## src/rtl/fault_status_tracker.sv

```systemverilog
// Status-flag front end for the RGB LED driver: fault debounce, node-pulse stretch, fault-service FSM.
// Define FAULT_COUNT_EN to expose the serviced-fault count on fault_count.
module fault_status_tracker #(
  parameter int unsigned DEBOUNCE_CYCLES = 3125,
  parameter int unsigned NODE_STRETCH    = 312500,
  parameter int unsigned MAX_FAULTS      = 3
) (
  input  logic       clk_3125KHz,
  input  logic       rst,
  input  logic       fault_sense,
  input  logic       node_pulse,
  input  logic [1:0] unit_id,
  input  logic       pick_done,
  input  logic       drop_done,
  input  logic       path_end,
  output logic       fault_detect,
  output logic       block_picked,
  output logic       object_drop,
  output logic       node_flag,
  output logic       run_complete,
  output logic       EU_fault_flag,
  output logic       CU_fault_flag,
  output logic       RU_fault_flag
`ifdef FAULT_COUNT_EN
  ,
  output logic [1:0] fault_count
`endif
);

  localparam int unsigned DBW = $clog2(DEBOUNCE_CYCLES + 1);
  localparam int unsigned NSW = $clog2(NODE_STRETCH + 1);
  localparam logic [DBW-1:0] DB_LAST = DBW'(DEBOUNCE_CYCLES - 1);
  localparam logic [NSW-1:0] NS_LOAD = NSW'(NODE_STRETCH);
  localparam logic [1:0]     MAX_Q   = 2'(MAX_FAULTS);

  typedef enum logic [2:0] {SEEK, FAULT, CARRY, DROP, DONE} state_t;

  state_t         state_q, state_d;
  logic           sync1_q, sync2_q;
  logic           db_q, db_d, db_prev_q;
  logic [DBW-1:0] db_cnt_q, db_cnt_d;
  logic [NSW-1:0] node_cnt_q, node_cnt_d;
  logic           node_flag_q, node_flag_d;
  logic [1:0]     serviced_q, serviced_d;
  logic           fault_detect_q, fault_detect_d;
  logic           block_picked_q, block_picked_d;
  logic           object_drop_q, object_drop_d;
  logic           run_complete_q, run_complete_d;
  logic           eu_q, eu_d, cu_q, cu_d, ru_q, ru_d;
  logic           fault_accept;

  always_comb begin
    db_d     = db_q;
    db_cnt_d = '0;
    if (sync2_q != db_q) begin
      if (db_cnt_q == DB_LAST) begin
        db_d = sync2_q;
      end else begin
        db_cnt_d = db_cnt_q + 1'b1;
      end
    end
  end

  always_comb begin
    node_cnt_d  = node_cnt_q;
    node_flag_d = node_pulse || (node_cnt_q > NSW'(1));
    if (node_pulse) begin
      node_cnt_d = NS_LOAD;
    end else if (node_cnt_q != '0) begin
      node_cnt_d = node_cnt_q - 1'b1;
    end
  end

  // Only the debounced rising edge counts; edges seen outside SEEK are dropped.
  assign fault_accept = db_q && !db_prev_q && (unit_id != 2'b00) && (serviced_q < MAX_Q);

  always_comb begin
    state_d       = state_q;
    serviced_d    = serviced_q;
    object_drop_d = object_drop_q;
    eu_d          = eu_q;
    cu_d          = cu_q;
    ru_d          = ru_q;
    case (state_q)
      SEEK: begin
        if (fault_accept) begin
          state_d       = FAULT;
          object_drop_d = 1'b0;
          if (unit_id == 2'b01) eu_d = 1'b1;
          if (unit_id == 2'b10) cu_d = 1'b1;
          if (unit_id == 2'b11) ru_d = 1'b1;
        end else if (path_end) begin
          state_d = DONE;
        end
      end
      FAULT: if (pick_done) state_d = CARRY;
      CARRY: begin
        if (drop_done) begin
          state_d = DROP;
          if (serviced_q != 2'd3) serviced_d = serviced_q + 2'd1;
        end
      end
      DROP: begin
        state_d       = SEEK;
        object_drop_d = 1'b1;
      end
      DONE:    state_d = DONE;
      default: state_d = SEEK;
    endcase
    fault_detect_d = (state_d == FAULT) || (state_d == CARRY);
    block_picked_d = (state_d == CARRY);
    run_complete_d = (state_d == DONE);
  end

  always_ff @(posedge clk_3125KHz or posedge rst) begin
    if (rst) begin
      state_q        <= SEEK;
      sync1_q        <= 1'b0;
      sync2_q        <= 1'b0;
      db_q           <= 1'b0;
      db_prev_q      <= 1'b0;
      db_cnt_q       <= '0;
      node_cnt_q     <= '0;
      node_flag_q    <= 1'b0;
      serviced_q     <= '0;
      fault_detect_q <= 1'b0;
      block_picked_q <= 1'b0;
      object_drop_q  <= 1'b0;
      run_complete_q <= 1'b0;
      eu_q           <= 1'b0;
      cu_q           <= 1'b0;
      ru_q           <= 1'b0;
    end else begin
      state_q        <= state_d;
      sync1_q        <= fault_sense;
      sync2_q        <= sync1_q;
      db_q           <= db_d;
      db_prev_q      <= db_q;
      db_cnt_q       <= db_cnt_d;
      node_cnt_q     <= node_cnt_d;
      node_flag_q    <= node_flag_d;
      serviced_q     <= serviced_d;
      fault_detect_q <= fault_detect_d;
      block_picked_q <= block_picked_d;
      object_drop_q  <= object_drop_d;
      run_complete_q <= run_complete_d;
      eu_q           <= eu_d;
      cu_q           <= cu_d;
      ru_q           <= ru_d;
    end
  end

  assign fault_detect  = fault_detect_q;
  assign block_picked  = block_picked_q;
  assign object_drop   = object_drop_q;
  assign node_flag     = node_flag_q;
  assign run_complete  = run_complete_q;
  assign EU_fault_flag = eu_q;
  assign CU_fault_flag = cu_q;
  assign RU_fault_flag = ru_q;
`ifdef FAULT_COUNT_EN
  assign fault_count   = serviced_q;
`endif

endmodule

```

## config.mk

```make
export PLATFORM = sky130hd
export DESIGN_NAME = fault_status_tracker
export DESIGN_NICKNAME = d
export VERILOG_FILES = /design/src/rtl/fault_status_tracker.sv
export SDC_FILE = /design/constraint.sdc
export NUM_CORES = 1
export LEC_CHECK = 0
export CORE_MARGIN = 2
export CORE_UTILIZATION = 40
export DETAILED_ROUTE_END_ITERATION = 16
export PLACE_DENSITY = 0.64
export SKIP_LAST_GASP = 1
export SYNTH_ARGS = -nofsm -noshare
export SYNTH_HDL_FRONTEND = slang
export SYNTH_SLANG_ARGS = --single-unit
```

## constraint.sdc

```tcl
create_clock -name clk_3125KHz -period 2.2 [get_ports clk_3125KHz]
set_input_delay 0.55 -clock clk_3125KHz [delete_from_list [all_inputs] [get_ports clk_3125KHz]]
set_output_delay 0.55 -clock clk_3125KHz [all_outputs]
set_load 0.02 [all_outputs]
```

**After elaboration in Yosys (flattened, before gate mapping)**

Index checks and enable logic that the tools add are counted.

- Add/sub/neg operators: 3
- Magnitude comparators: 2
- Equal/unequal tests: 14
- Multiplexer cells: 11
- Reductions and logical operators: 17

Operators with widths:

| cell | count |
|---|---|
| $mux W19 | 2 |
| $mux W12 | 2 |
| $gt A19 B1 Y1 const B | 1 |
| $reduce_bool A19 Y1 | 1 |
| $sub A19 B1 Y19 const B | 1 |
| $add A12 B1 Y12 const B | 1 |
| $eq A12 B12 Y1 const B | 1 |
| $mux W3 | 4 |
| $pmux W3 S4 | 1 |
| $reduce_and A3 Y1 | 4 |
| $eq A3 B2 Y1 const B | 3 |
| $eq A3 B1 Y1 const B | 2 |
| $eq A3 B3 Y1 const B | 2 |
| $reduce_bool A2 Y1 | 3 |
| $eq A2 B2 Y1 const B | 2 |
| $ne A2 B2 Y1 const B | 2 |
| $reduce_and A2 Y1 | 2 |
| $logic_and A1 B1 Y1 | 3 |
| $logic_not A3 Y1 | 1 |
| $add A2 B1 Y2 const B | 1 |
| $eq A2 B1 Y1 const B | 1 |
| $logic_or A1 B1 Y1 | 2 |
| $lt A2 B2 Y1 const B | 1 |
| $pmux W1 S2 | 1 |
| other kinds (3) | 3 |

- Flip-flop bits (word level): 48
- Input bits: 9
- Output and inout bits: 8
- Logic and storage cells: 63

**Logic depth before layout (Yosys ltp)**

- Word-level depth: 8
- Mapped depth: 7
- Mapped depth without buffers: 6

**Least setup slack after synthesis**

No wires, ideal clock.

- Path type: reg2reg
- Start point: reg node_cnt_q[15]
- End point: reg node_cnt_q[0]
- Setup time: 0.125 ns
- Arrival time: 1.756 ns
- Setup slack: 0.319 ns
- Cell stages (with the launch flop): 6
- Path buffers: 1
- Path through: dfrtp_1 -> or4_4 -> buf_6 -> nor2_1 -> and2_2 -> mux2_2

- Cells in the longest elaborated chain, start to end: 2

Ends and longest elaborated chain:

| element | RTL line | source |
|---|---|---|
| start, declared | 42 | `logic [NSW-1:0] node_cnt_q, node_cnt_d;` |
| start signal, assigned | 140 | `node_cnt_q <= node_cnt_d;` |
| $reduce_bool A19 Y1 | 69 | `end else if (node_cnt_q != '0) begin` |
| $reduce_bool A2 Y1 (no line) | n/a |  |

No other way between the ends.
A chain may end at the register's enable or synchronous reset.

**Worst setup path in the final report**

Same ends and word-level chain as after synthesis.

==> out/results.tsv <==
stage	metric	value	unit
run_status	status	finished, final reports clean	
clock_network	postCtsSetupBuffers	0	
timing	setup_viol	0	
route	wl_per_cell	12.9	µm
place	place_congestion	0.755	
synthesis	synth_top_area_share	51.2	%
global_route	groute.usage.overall	14.8	%
global_route	overflow	0	
die	rows	27	
clock_network	cts_root_buf	clkbuf_8	
timing	setup_tns	0	ns
timing	finalCritPeriodShare	91.2	%
die	dieWidth	80.6	µm
clock_network	cts_hold_buffers	0	
finish	fin_nets	267	
synthesis	ys.flop_type	dfrtp_1	
clock_network	clock-sinks	48	
synthesis	synth_cells	229	
global_route	grt_pass1_vias	1643	
clock_network	h-tree-depth	2	
die	die_h	80.6	µm
power	powerDensity	640	mW/mm²
route	vias	1715	
die	ios	17	
synthesis	synth_seq_area_share	51.2	%
timing	fmaxAchievable	498	MHz
route	ant_nets	0	
setup_path	crit_fanout	7	
route	via_per_inst	5.28	
setup_path	critPathTopFamily	simple AND/OR/NAND/NOR gates	
clock_network	cts_buffers	5	
timing	maxSlewViolCount	0	
finish	fin_area	0.00272	mm²
global_route	grt_max_degree	49	
route	wl_met3	141	µm
finish	final_layout_size_suffix_gt1_share	11.9	%
route	drt_iter0_markers	120	
die	dieArea	0.00649	mm²
setup_path	critPathMaxStageDelay	0.60	ns
place	dp.cells	317	
timing	skew	0.00589	ns
finish	multi_input_comb_area	0.00106	mm²
power	ir_drop	0.000322	V
route	drt-total-wl	4190	µm
route	drt_pass1_iterations	4	
finish	nFillCells	526	
setup_path	cp.required	2.40	ns
clock_network	cts_resized	0	
synthesis	ys_ff_latch	48	
synthesis	synth.largest_area_cell	dfrtp_1	
clock_network	clockBufferDepth	2	
setup_path	path_cells	or4_4, nor2_1, and2_2, mux2_2	
clock_network	clock_latency	0.30	ns
route	met2_length	1880	µm
timing	tightest_slew	0.458	ns
setup_path	cp-end-kind	flop	
place	io_buffers	16	
synthesis	yosysUniqueCellTypes	42	
timing	slew_headroom	69.5	%
die	start_util	42.1	%
setup_path	crit_slowest_cell	or4_4	
die	core	0.00557	mm²
place	hpwl	2940	µm
route	m1WireLength	2120	µm
worst_hold_path	min_path_type	reg2reg	
finish	fin_cells	325	
finish	fin_util	48.8	%
finish	area_growth	16.0	%
timing	period_minus_slack	2.01	ns
synthesis	syn-num-nets	244	
finish	regArea	0.00120	mm²
setup_path	critical_path_class	reg2reg	
global_route	grt_first_pass_wirelength	7460	µm
clock_network	cts_tree	yes	
synthesis	syn-cell-area	0.00234	mm²
place	placed_cell_area	0.00262	mm²
timing	rsz0062_at_grt	no	
synthesis	yosysWarnings	0	
clock_network	clk_pin_slew	0.09	ns
setup_path	critPathLaunchType	flop	
route	maxUsedRoutingLayer	met4	
run	cap_violations	0	
global_route	antenna_found_initial	0	
synthesis	avgSynthCellArea	10.2	µm²
synthesis	synth_area_leaders	dfrtp_1 (51%), nor2_1 (4.6%), xnor2_1 (3.7%)	
setup_path	worst-path-buf-inv	0	
synthesis	synth-edff-count	0	
finish	num_antenna_cells	0	
route	drc	0	
power	leakagePower	1.08	nW
synthesis	async_flop_share	100	%
setup_path	cp_data_arrival_time	2.20	ns
timing	final_hold_viol_count	0	
==> sequential cells by signal, summed over array words and instances, names as in the netlist, 2 cells and up <==
| name | count |
|---|---|
| node_cnt_q | 19 |
| serviced_q | 2 |
| db_cnt_q | 12 |
| state_q | 3 |
==> cells in the final DEF, fill, tap and decap left out, types with 7 or more instances in the layout <==
cell             instances
a21oi_1                  9
clkdlybuf4s50_1         16
dfrtp_1                 48
inv_1                   13
nand2_1                 10
nand3_1                  9
nor2_1                  29
nor4_1                   7
o21ai_0                 12
o31ai_1                  7
or3_1                    7
xnor2_1                 10
==> area by class of cell <==
class / count / share of cell area [%]
tap: 72 / 3.31
clock inverter: 2 / 0.506
inverter: 14 / 1.93
timing repair buffer: 22 / 8.01
sequential: 48 / 44.2
multi-input combinational: 161 / 39.0
clock buffer: 6 / 3.04
==> metal layers <==
metal  track usage, %  vias to the layer above
li1                 -                      866
met1             20.8                      826
met2             21.8                       17
met3             4.27                        6
met4             4.92                        0
met5                0                        -
==> final timing paths <==
check / startpoint / cells past startpoint / to / slack [ns]
hold / removal: sync1_q$_DFF_PP0_ / 0 / sync2_q$_DFF_PP0_ / 0.36
max in group asynchronous: rst / 3 / node_cnt_q[10]$_DFFE_PP0P_ / 1.40
min in group asynchronous: rst / 3 / node_flag$_DFF_PP0_ / 0.59
setup reg to reg: node_cnt_q[15]$_DFFE_PP0P_ / 4 / node_cnt_q[0]$_DFFE_PP0P_ / 0.19
setup / recovery: node_cnt_q[15]$_DFFE_PP0P_ / 4 / node_cnt_q[0]$_DFFE_PP0P_ / 0.19
hold reg to reg: sync1_q$_DFF_PP0_ / 0 / sync2_q$_DFF_PP0_ / 0.36
==> logic make-up after synthesis <==
| logic type | share of synthesized area, % |
|---|---|
| multiplexers | 3.36 |
| flip-flops | 51.2 |
| buffers and inverters | 3.52 |
| AND/OR/NAND/NOR | 21.6 |
| XOR/XNOR | 4.48 |
| adder cells (fa/ha/maj) | 3.20 |
| AO/OA/AOI/OAI | 12.6 |
==> stage by stage <==
| step | hold WS, ns | power (W) | setup WS, ns |
|---|---|---|---|
| after floorplan | 0.331 | 0.00113 | 0.319 |
| after global placement | 0.347 | 0.00120 | 0.272 |
| after detailed placement | 0.348 | 0.00121 | 0.191 |
| after CTS | 0.369 | 0.00178 | 0.185 |
| after global routing | 0.382 | 0.00185 | 0.0931 |
| final | 0.363 | 0.00174 | 0.193 |
==> synthesized netlist by cell type (3+ instances only) <==
library cell   n
or3_1          7
clkbuf_1       5
o311ai_0       3
nand2_1       10
inv_1         14
nor3_1         4
nor2_1        29
xnor2_1       10
a21oi_1        9
nor2b_1        4
nand2b_1       3
dfrtp_1       48
o31ai_1        7
nand3_1        9
mux2_2         6
or4_1          5
ha_1           6
nor4_1         7
o21ai_0       12
==> where the power goes <==
| group | internal, W | switching, W | total, W |
|---|---|---|---|
| Combinational | 0.0000953 | 0.0000973 | 0.000193 |
| Clock | 0.000257 | 0.000299 | 0.000556 |
| Sequential | 0.000935 | 0.0000565 | 0.000992 |
Power figures use the tool's default switching activity.
